### src/rtl/wb_arbiter.sv
// Writeback arbiter: merges ALU results with FIFO-buffered LSU/MUL results into one register-file
// write port and tracks outstanding long-latency destinations. Optional macro: WB_FAIR_EN.
module wb_arbiter #(
  parameter int XLEN       = 32,
  parameter int FIFO_DEPTH = 4
) (
  input  logic                          clk,
  input  logic                          rst,
  input  logic                          alu_valid,
  input  logic [4:0]                    alu_idx,
  input  logic [XLEN-1:0]               alu_data,
  input  logic                          lsu_valid,
  output logic                          lsu_ready,
  input  logic [4:0]                    lsu_idx,
  input  logic [XLEN-1:0]               lsu_data,
  input  logic                          issue_valid,
  input  logic [4:0]                    issue_idx,
  input  logic [4:0]                    chk_idx1,
  input  logic [4:0]                    chk_idx2,
  output logic                          busy1,
  output logic                          busy2,
  output logic                          alu_stall,
  output logic                          wr_en,
  output logic [4:0]                    wr_idx,
  output logic [XLEN-1:0]               wr_data,
  output logic [$clog2(FIFO_DEPTH):0]   fifo_count
);

  localparam int PW = $clog2(FIFO_DEPTH);
  localparam logic [PW:0] FULL = (PW+1)'(FIFO_DEPTH);

  logic [4:0]      fifo_idx_q  [FIFO_DEPTH];
  logic [XLEN-1:0] fifo_data_q [FIFO_DEPTH];

  logic [PW-1:0]   wr_ptr_q, wr_ptr_d;
  logic [PW-1:0]   rd_ptr_q, rd_ptr_d;
  logic [PW:0]     count_q, count_d;
  logic [31:0]     busy_q, busy_d;
  logic            wr_en_q;
  logic [4:0]      wr_idx_q;
  logic [XLEN-1:0] wr_data_q;

  logic            push, pop, alu_sel;
  logic [4:0]      head_idx;
  logic [XLEN-1:0] head_data;

  // Readiness looks only at the registered count, so a same-cycle pop never frees a slot early.
  assign lsu_ready = (count_q != FULL);

`ifdef WB_FAIR_EN
  assign alu_stall = alu_valid & (count_q == FULL);
`else
  assign alu_stall = 1'b0;
`endif

  assign head_idx  = fifo_idx_q[rd_ptr_q];
  assign head_data = fifo_data_q[rd_ptr_q];

  assign push    = lsu_valid & lsu_ready & (lsu_idx != 5'd0);
  assign alu_sel = alu_valid & (alu_idx != 5'd0) & ~alu_stall;
  assign pop     = ~alu_sel & (count_q != '0);

  always_comb begin
    wr_ptr_d = push ? wr_ptr_q + 1'b1 : wr_ptr_q;
    rd_ptr_d = pop  ? rd_ptr_q + 1'b1 : rd_ptr_q;
    count_d  = count_q + (PW+1)'(push) - (PW+1)'(pop);
  end

  // Issue is applied after the pop clear so a same-index set wins.
  always_comb begin
    busy_d = busy_q;
    if (pop) begin
      busy_d[head_idx] = 1'b0;
    end
    if (issue_valid && issue_idx != 5'd0) begin
      busy_d[issue_idx] = 1'b1;
    end
    busy_d[0] = 1'b0;
  end

  assign busy1 = busy_q[chk_idx1];
  assign busy2 = busy_q[chk_idx2];

  always_ff @(posedge clk) begin
    if (push) begin
      fifo_idx_q[wr_ptr_q]  <= lsu_idx;
      fifo_data_q[wr_ptr_q] <= lsu_data;
    end
  end

  always_ff @(posedge clk or posedge rst) begin
    if (rst) begin
      wr_ptr_q <= '0;
      rd_ptr_q <= '0;
      count_q  <= '0;
      busy_q   <= '0;
    end else begin
      wr_ptr_q <= wr_ptr_d;
      rd_ptr_q <= rd_ptr_d;
      count_q  <= count_d;
      busy_q   <= busy_d;
    end
  end

  always_ff @(posedge clk or posedge rst) begin
    if (rst) begin
      wr_en_q   <= 1'b0;
      wr_idx_q  <= '0;
      wr_data_q <= '0;
    end else if (alu_sel) begin
      wr_en_q   <= 1'b1;
      wr_idx_q  <= alu_idx;
      wr_data_q <= alu_data;
    end else if (pop) begin
      wr_en_q   <= 1'b1;
      wr_idx_q  <= head_idx;
      wr_data_q <= head_data;
    end else begin
      wr_en_q   <= 1'b0;
    end
  end

  assign wr_en      = wr_en_q;
  assign wr_idx     = wr_idx_q;
  assign wr_data    = wr_data_q;
  assign fifo_count = count_q;

endmodule

### config.mk
export PLATFORM = sky130hd
export DESIGN_NAME = wb_arbiter
export DESIGN_NICKNAME = d
export VERILOG_FILES = /design/src/rtl/wb_arbiter.sv
export SDC_FILE = /design/constraint.sdc
export NUM_CORES = 1
export LEC_CHECK = 0
export ABC_AREA = 1
export BUFFER_PORTS_ARGS = -buffer_cell sky130_fd_sc_hd__buf_2
export CAP_MARGIN = 10
export CORE_MARGIN = 8
export CORE_UTILIZATION = 57
export CTS_CLUSTER_SIZE = 16
export DETAILED_ROUTE_END_ITERATION = 8
export PLACE_DENSITY = 0.79
export SYNTH_ARGS = -nofsm -noshare
export SYNTH_HDL_FRONTEND = slang
export SYNTH_SLANG_ARGS = --single-unit
### constraint.sdc
create_clock -name clk -period 3.9 [get_ports clk]
set_input_delay 0 -clock clk [delete_from_list [all_inputs] [get_ports clk]]
set_output_delay 0 -clock clk [all_outputs]
set_load 0.01 [all_outputs]
Yosys cells after proc, flatten, opt, wreduce, memory -nomap -nowiden --
Memory sizes are Yosys's and may differ from the RTL's. Index checks and enable logic that the tools add are counted.
Cells by class: add/sub/neg operators 4, $lt $le $gt $ge 6, equal/unequal tests 1, multiplexer cells 18, bitwise operators 8, reduce and logical (&&, ||, !) cells 8
Operators by type and width (count):
- 32-bit two-way mux | 4
- 32-bit bitwise AND | 1
- 32-bit inverter | 1
- 32-bit bitwise OR | 1
- 5-bit by 6-bit < comparator with 1-bit output, second input constant | 4
- 5-bit nonzero test | 3
- 1-bit binary-select mux with 5-bit select | 2
- 1-bit demux with 5-bit select | 2
- 5-bit by 1-bit greater-or-equal comparator with 1-bit output, second input constant | 2
- 5-bit two-way mux | 2
- 1-bit two-way mux | 8
- 2-bit by 1-bit adder with 2-bit output, second input constant | 2
- 1-bit bitwise AND | 4
- 3-bit by 1-bit adder with 3-bit output | 1
- 1-bit logical AND | 3
- 3-bit != test, second input constant | 1
- 3-bit nonzero test | 1
- 3-bit by 1-bit subtractor with 3-bit output | 1
- 2-bit nonzero test | 1
- 1-bit inverter | 1
Storage, ports and cells: register bits after elaboration 76, RAM bits 148, input port bits 94, output and inout bits 45, word-level logic and storage cells 54, memories kept 2
Memories:
- fifo_data_q | words 4, width 32, rd ports 1, clocked after Yosys merged registers in 0, wr ports 1, line 33 | logic [XLEN-1:0] fifo_data_q [FIFO_DEPTH];
- fifo_idx_q | words 4, width 5, rd ports 1, clocked after Yosys merged registers in 0, wr ports 1, line 32 | logic [4:0] fifo_idx_q [FIFO_DEPTH];

Logic depth before layout (Yosys ltp) --
Gate-level depths: netlist of the first run. An unclocked memory read counts as a cell.
depth after elaboration 10, depth in mapped cells 11

Worst setup path after synthesis of the first run --
OpenSTA, ideal clock, no wires.
path type reg2reg, start point register count_q[1] (netlist: fifo_count[1]), end point memory fifo_data_q[0][0], enable pin, setup time 431 ps, data arrival time 2530 ps, data required time 3469 ps, slack 939 ps, stages on the path, launching flop included 5, buffers on the path 0, clock period less this slack 2961 ps, cells stage by stage dfrtp_1 > inv_1 > nand3_1 > nand3_1 > nor2_1
On the way: cells in the longest elaborated chain, start to end 5
RTL lines:
- start, declared | line 37 | logic [PW:0] count_q, count_d;
- start signal, assigned | line 100 | count_q <= count_d;
- 3-bit != test | line 48 | assign lsu_ready = (count_q != FULL);
- via lsu_ready | line 13 | output logic lsu_ready,
- 1-bit bitwise AND (2 in a row) | line 59 | assign push = lsu_valid & lsu_ready & (lsu_idx != 5'd0);
- 1-bit two-way mux | line 85 | if (push) begin
- 1-bit two-way mux (implied by the code) | line 87 | fifo_data_q[wr_ptr_q] <= lsu_data;
- end, declared | line 33
The timed path passes the listed nets, and every way through them passes these cells.

Final worst setup path of the first run --
start point input alu_idx[3], end point register wr_idx_q[4] (netlist: wr_idx[4])
On the way: cells in the longest elaborated chain, start to end 5, elaborated cells on any way between the ends 6
RTL lines:
- start, declared | line 10 | input logic [4:0] alu_idx,
- 5-bit nonzero test (*) | line 60 | assign alu_sel = alu_valid & (alu_idx != 5'd0) & ~alu_stall;
- 1-bit bitwise AND (*) | line 60
- 1-bit inverter | line 61 | assign pop = ~alu_sel & (count_q != '0);
- 1-bit bitwise AND | line 61
- 2-bit nonzero test (no line)
- end signal, assigned | line 112 | wr_idx_q <= alu_idx;
- end signal, assigned | line 116 | wr_idx_q <= head_idx;
- end, declared | line 40 | logic [4:0] wr_idx_q;
Mark *: on every way between the ends. The rest lies on a longest branch, timed or not. A chain may end at the register's enable or synchronous reset.

==> results of run 1 <==
## cells by family after synthesis
group                      count (synthesis)  synth area share, %
AOI/OAI and AO/OA                         49                 2.94
xor gates and xnor gates                   4                0.353
adders and majority gates                  7                0.958
buffers and inverters                    102                 4.49
DFF                                      224                 63.9
other                                      1               0.0378
and+or+nand+nor                          647                 27.3
## sequential cells by signal (all words and copies together) (netlist names)
name	cells
wr_data	32
wr_ptr_q	2
wr_en	1
rd_ptr_q	2
fifo_count	3
fifo_data_q	128
fifo_idx_q	20
wr_idx	5
busy_q	31
## metal layers
metal | share of wire (%) | track usage, % | vias up
met1 | 40 | 30.2 | 3887
met3 | 8.4 | 4.10 | 45
li1 | - | - | 3870
met4 | 2.4 | 7.55 | 0
met2 | 49 | 39.1 | 389
met5 | 0 | 0 | -
## power by group
| group | leakage [nW] | switching (W) | internal (W) |
|---|---|---|---|
| combinational | 2.81 | 0.00188 | 0.000913 |
| sequential | 2.26 | 0.000380 | 0.00326 |
| clock | 0.363 | 0.000882 | 0.00127 |
## repair_timing
item | CTS | global route
buffers inserted | 0 | 0
hold buffers | 88 | 0
hold endpoints to repair | 259 | 0
## metrics by stage
| stage | cell area, um2 | instances |
|---|---|---|
| detailed placement | 10800 | 1361 |
| finish | 12400 | 1492 |
| CTS | 12400 | 1491 |
| global route | 12400 | 1492 |
| floorplan | 9930 | 1034 |
| global placement | 10800 | 1361 |
## worst max-delay path: stages
cell and delay, ns:
dlygate4sd3_1 0.54, buf_2 0.13, nor2_1 0.10, nand3_1 0.09, nand2_2 0.33, buf_4 0.36, nand2_2 0.66, inv_2 0.49
nand2_1 0.09, o221ai_1 0.08
## cell type report
type                            count  share of cell area, %
Antenna cell                        1                 0.0202
Clock buffer                       33                   5.11
Clock inverter                      9                  0.898
Inverter                           57                   1.74
Multi-Input combinational cell    708                   25.5
Sequential cell                   224                   51.2
Tap cell                          225                   2.27
Timing Repair Buffer              235                   13.2
## placed cells by master (no fill, tap or decap), types with 6 or more instances in the layout
cell           netlist  routed
ha_1                 6       6
buf_2               20     137
inv_1               52      51
nand3_1            159     159
a31oi_1             27      27
o21ai_0             10      10
nor3_1               8       8
nor2_4               4       8
dlygate4sd3_1        0      88
edfxtp_1           148     148
clkbuf_1            11       8
clkbuf_16            0      23
dfrtp_1             76      75
buf_4                8      10
nor2_1              57      53
nand2_1            413     412
## worst paths after layout
kind	from	end	cells after the start
max in group asynchronous	rst	busy_q[30]	4
setup / recovery	alu_idx[3]	wr_idx[4]	10
hold / removal	alu_valid	wr_data[23]	4
min in group asynchronous	rst	busy_q[21]	3
hold reg to reg	busy_q[3]	busy_q[3]	2
setup reg to reg	fifo_count[1]	fifo_data_q[2][3]	5
==> reports/metrics.csv, run 1 <==
stage;metric;value;unit
sta;max_freq;0.403;GHz
global_routing;grt_max_degree;57;
logic_synthesis;async_reset_ff_share;33.9;%
detailed_routing;ant_nets;0;
logic_synthesis;seq_area_frac_synth;63.9;%
sta;finClkSkew;0.00822;ns
final_layout;final_nets;1350;
min_path;hold_class;in2reg;
logic_synthesis;synth_top_flop_cell;edfxtp_1;
placed_design;post-place-ws;1.46;ns
placed_design;gp_congestion;0.903;
sta;rsz0062_at_grt;no;
critical_path;arrival;2.90;ns
die;die_w;148;um
clock_tree;root_buffer;clkbuf_16;
critical_path;r2r_slack;1.45;ns
clock_tree;htree_levels;1;
detailed_routing;via_per_inst;5.49;
final_layout;post-route-util;72.2;%
sta;setup_viol;0;
pwr;cellLeakagePower;5.44;nW
clock_tree;tritoncts;yes;
logic_synthesis;synth_area;9930;um2
critical_path;worst-setup-path-type;in2reg;
sta;maxSlewViolCount;0;
pwr;power;0.00859;W
logic_synthesis;synth_common_cells;nand2_1 (413), nand3_1 (159), edfxtp_1 (148);
global_routing;grt_pass1_wl;41400;um
global_routing;grt_usage;23.3;%
placed_design;detailed_place_hpwl;16200;um
global_routing;grt_pass1_vias;8175;
clock_tree;cts_made_buffers;23;
flow_run;drv_cap;0;
logic_synthesis;synth.most_common_cell;nand2_1;
clock_tree;clock_sinks;224;
logic_synthesis;synth_seq_cells;224;
die;ios;139;
final_layout;syn2layout_area_growth;24.9;%
sta;worstMarginPinSlew;1.10;ns
logic_synthesis;synthTopCellsByArea;edfxtp_1 (45%), dfrtp_1 (19%), nand2_1 (16%), nand3_1 (8.0%), nor2_1 (2.2%);
die;die_h;148;um
sta;hold_violations;0;
die;die-area;21900;um2
detailed_routing;wl;25700;um
final_layout;multi_input_area;3170;um2
critical_path;startpoint_type;input port;
critical_path;crit_path_max_fanout;56;
logic_synthesis;synth_top_area_cell;edfxtp_1;
logic_synthesis;synth_edf_count;148;
logic_synthesis;yosysUniqueCellTypes;31;
final_layout;seq_area;6350;um2
pwr;ir_worst_vdd;0.435;mV
clock_tree;cts_resized;0;
die;rows;48;
sta;finalCriticalPeriod;2.48;ns
final_layout;fill_cells;1174;
logic_synthesis;syn_area_per_cell;9.60;um2
placed_design;io_buffers;137;
sta;timing.slew.headroom;26.1;%
die;coreArea;17200;um2
sta;fin_crit_sh;63.7;%
clock_tree;clk_pin_slew;0.06;ns
detailed_routing;wire_per_inst;17.2;um
critical_path;worstPathRequired;4.32;ns
run_status;status;completed;
clock_tree;clk_latency;0.51;ns
detailed_routing;drt_pass1_iterations;6;
detailed_routing;drcViolationCount;0;
detailed_routing;route.vias.total;8191;
die;initial_core_util;57.8;%
sta;layout_setup_ws;1.42;ns
sta;whs;0.0997;ns
global_routing;grt_antenna_before_repair;1;
logic_synthesis;synth_top_area_share;44.8;%
logic_synthesis;syn_inst;1034;
global_routing;grt_overflow_total;0;
sta;tns;0;ns
clock_tree;clk_path_buf_depth;3;
pwr;p_per_area;693;nW/um2
detailed_routing;drt_first_iter_violations;807;
logic_synthesis;synth_warnings;0;
logic_synthesis;synth_fp_nets;1135;
critical_path;end_kind;flip-flop;
final_layout;drive_above_1_share;15.9;%
(Power assumes the default switching activity.)
==> run 2: changes to the inputs <==
==> constraint.sdc (replaced) <==
create_clock -name clk -period 2.6 [get_ports clk]
set_input_delay 0 -clock clk [delete_from_list [all_inputs] [get_ports clk]]
set_output_delay 0 -clock clk [all_outputs]
set_load 0.01 [all_outputs]
==> run 2 against run 1 <==
Compared with the run above: power rose by 54%; critical path type unchanged; core utilization rose by 1.0 points; largest power group unchanged; cell area rose by 1.4%.
==> reports/metrics.csv, run 2 (synthesis gave the netlist of run 1 again) <==
stage;metric;value;unit
run_status;status;completed;
final_layout;seq_area;6350;um2
detailed_routing;wire_per_inst;17.6;um
final_layout;multi_input_area;3170;um2
sta;finalCriticalPeriod;2.27;ns
pwr;ir_worst_vdd;0.765;mV
detailed_routing;drt_pass1_iterations;6;
final_layout;final_nets;1357;
sta;tns;0;ns
critical_path;crit_slowest_cell;dlygate4sd3_1;
placed_design;io_buffers;137;
clock_tree;htree_levels;1;
detailed_routing;wl_met3;2080;um
sta;whs;0.0323;ns
sta;hold_violations;0;
critical_path;crit_path_max_fanout;33;
clock_tree;clk_latency;0.51;ns
clock_tree;cts_setup_buffers;0;
die;die_h;148;um
die;initial_core_util;57.8;%
critical_path;worst-setup-path-type;in2reg;
global_routing;grt_pass1_vias;8211;
final_layout;antenna_cells;0;
detailed_routing;wl;26400;um
final_layout;registers.top_by_ff_count;fifo_data_q;
pwr;p_per_area;1050;nW/um2
global_routing;grt_antenna_before_repair;0;
detailed_routing;wl_met2;13200;um
critical_path;worstPathRequired;3.04;ns
critical_path;crit_top_cell;dlygate4sd3_1;
global_routing;grt_max_degree;52;
pwr;cellLeakagePower;5.51;nW
die;ios;139;
clock_tree;tritoncts;yes;
detailed_routing;routed.top_layer;met4;
sta;fin_crit_sh;87.2;%
critical_path;cp_cell_sequence;dlygate4sd3_1 > buf_2 > nor2_1 > nand3_1 > nand2_2 > buf_4 > nand2_4 > inv_2 > nand2_1 > o211ai_1 > dlygate4sd3_1;
clock_tree;root_buffer;clkbuf_16;
pwr;swShare;36.2;%
global_routing;grt_pass1_wl;42300;um
sta;finClkSkew;0.0113;ns
detailed_routing;wl_met1;10300;um
placed_design;gp_congestion;0.903;
placed_design;detailed_place_hpwl;15800;um
sta;max_freq;0.441;GHz
global_routing;grt_overflow_total;0;
sta;timing.slew.headroom;42.2;%
clock_tree;clock_sinks;224;
critical_path;startpoint_type;input port;
clock_tree;cts_made_buffers;23;
pwr;p_comb_share;32.6;%
final_layout;largest_reg_flops;128;
die;die-area;21900;um2
pwr;clockPowerShare;26.2;%
clock_tree;clk_pin_slew;0.06;ns
pwr;seq_power_share;41.2;%
pwr;power.switching;0.00480;W
final_layout;fill_cells;1161;
critical_path;end_kind;flip-flop;
final_layout;drive_above_1_share;16.4;%
final_layout;syn2layout_area_growth;26.6;%
critical_path;critPathMaxStageDelay;0.56;ns
flow_run;drv_cap;0;
detailed_routing;route.vias.total;8222;
min_path;hold_class;in2reg;
clock_tree;clk_path_buf_depth;3;
die;coreArea;17200;um2
sta;rsz0062_at_grt;no;
pwr;p_int;0.00846;W
detailed_routing;drt_first_iter_violations;909;
detailed_routing;via_per_inst;5.49;
sta;setup_viol;0;
final_layout;final_common_cell;nand2_1;
critical_path;arrival;2.71;ns
sta;maxSlewViolCount;0;
final_layout;post-route-util;73.2;%
detailed_routing;drcViolationCount;0;
detailed_routing;ant_nets;0;
sta;worstMarginPinSlew;0.861;ns
final_layout;layout_common_cells;nand2_1 (412), nand3_1 (159), edfxtp_1 (148);
die;die_w;148;um
die;rows;48;
global_routing;grt_usage;24.1;%
==> run 2: cell count changes in the layout (fill, tap and decap cells not counted), sizes merged <==
| cell | delta |
|---|---|
| buf | +6 |
| bufinv | +2 |
| clkbuf | -1 |
| clkinv | -4 |
| clkinvlp | +1 |
| diode | -1 |
| dlygate4sd3 | +1 |
| inv | +2 |
==> run 2: through the flow <==
step | total power (W) | cells | cell area, um2 | worst slack (ns)
2_1_floorplan | 0.00821 | 1034 | 9930 | -0.361
3_3_place_gp | 0.00949 | 1367 | 10900 | 0.416
3_5_place_dp | 0.00963 | 1367 | 10900 | 0.360
4_1_cts | 0.0132 | 1498 | 12600 | 0.165
5_1_grt | 0.0140 | 1498 | 12600 | 0.171
6_report | 0.0133 | 1498 | 12600 | 0.332
==> run 2: repair_timing <==
action	CTS	global route
hold buffers	89	0
gates resized for setup	0	1
setup endpoints to repair	0	2
endpoints found under the hold margin	251	0
==> run 2: power by group through the flow <==
| stage | combinational [W] | clock (W) | sequential [W] |
|---|---|---|---|
| 5_1_grt | 0.00479 | 0.00364 | 0.00556 |
| 6_report | 0.00432 | 0.00347 | 0.00546 |
| 3_5_place_dp | 0.00414 | 0 | 0.00550 |
| 4_1_cts | 0.00429 | 0.00349 | 0.00545 |
| 2_1_floorplan | 0.00269 | 0 | 0.00552 |
| 3_3_place_gp | 0.00402 | 0 | 0.00546 |
==> run 2: path summary, 6_finish.rpt <==
path / from / endpoint / slack (ns) / cells past startpoint
max: alu_idx[1] / wr_idx[2] / 0.33 / 11
min: alu_valid / wr_idx[4] / 0.03 / 4
max reg2reg: fifo_count[1] / fifo_count[2] / 0.35 / 10
min reg2reg: busy_q[4] / busy_q[4] / 0.48 / 2
max in group asynchronous: rst / rd_ptr_q[0] / 1.79 / 4
min in group asynchronous: rst / busy_q[13] / 0.12 / 3
==> run 2: layer usage <==
layer  up-vias  GRT usage, %
li1       3879             -
met1      3882          29.9
met2       399          41.8
met3        62          3.94
met4         0          8.52
met5         -             0
==> run 2: cell type report <==
type / instances / share of cell area [%]
repair buffers: 242 / 14.0
clock inverters: 10 / 1.32
flip-flops and latches: 224 / 50.5
inverters: 57 / 1.71
well taps: 225 / 2.24
clock buffers: 32 / 5.01
multi-input cells: 708 / 25.2
==> run 2: critical path, delay by kind of cell <==
family                 cells  cell delay (ns)
AND/OR/NAND/NOR            5             0.66
buffers and inverters      5             1.95
AO/OA/AOI/OAI              1             0.08
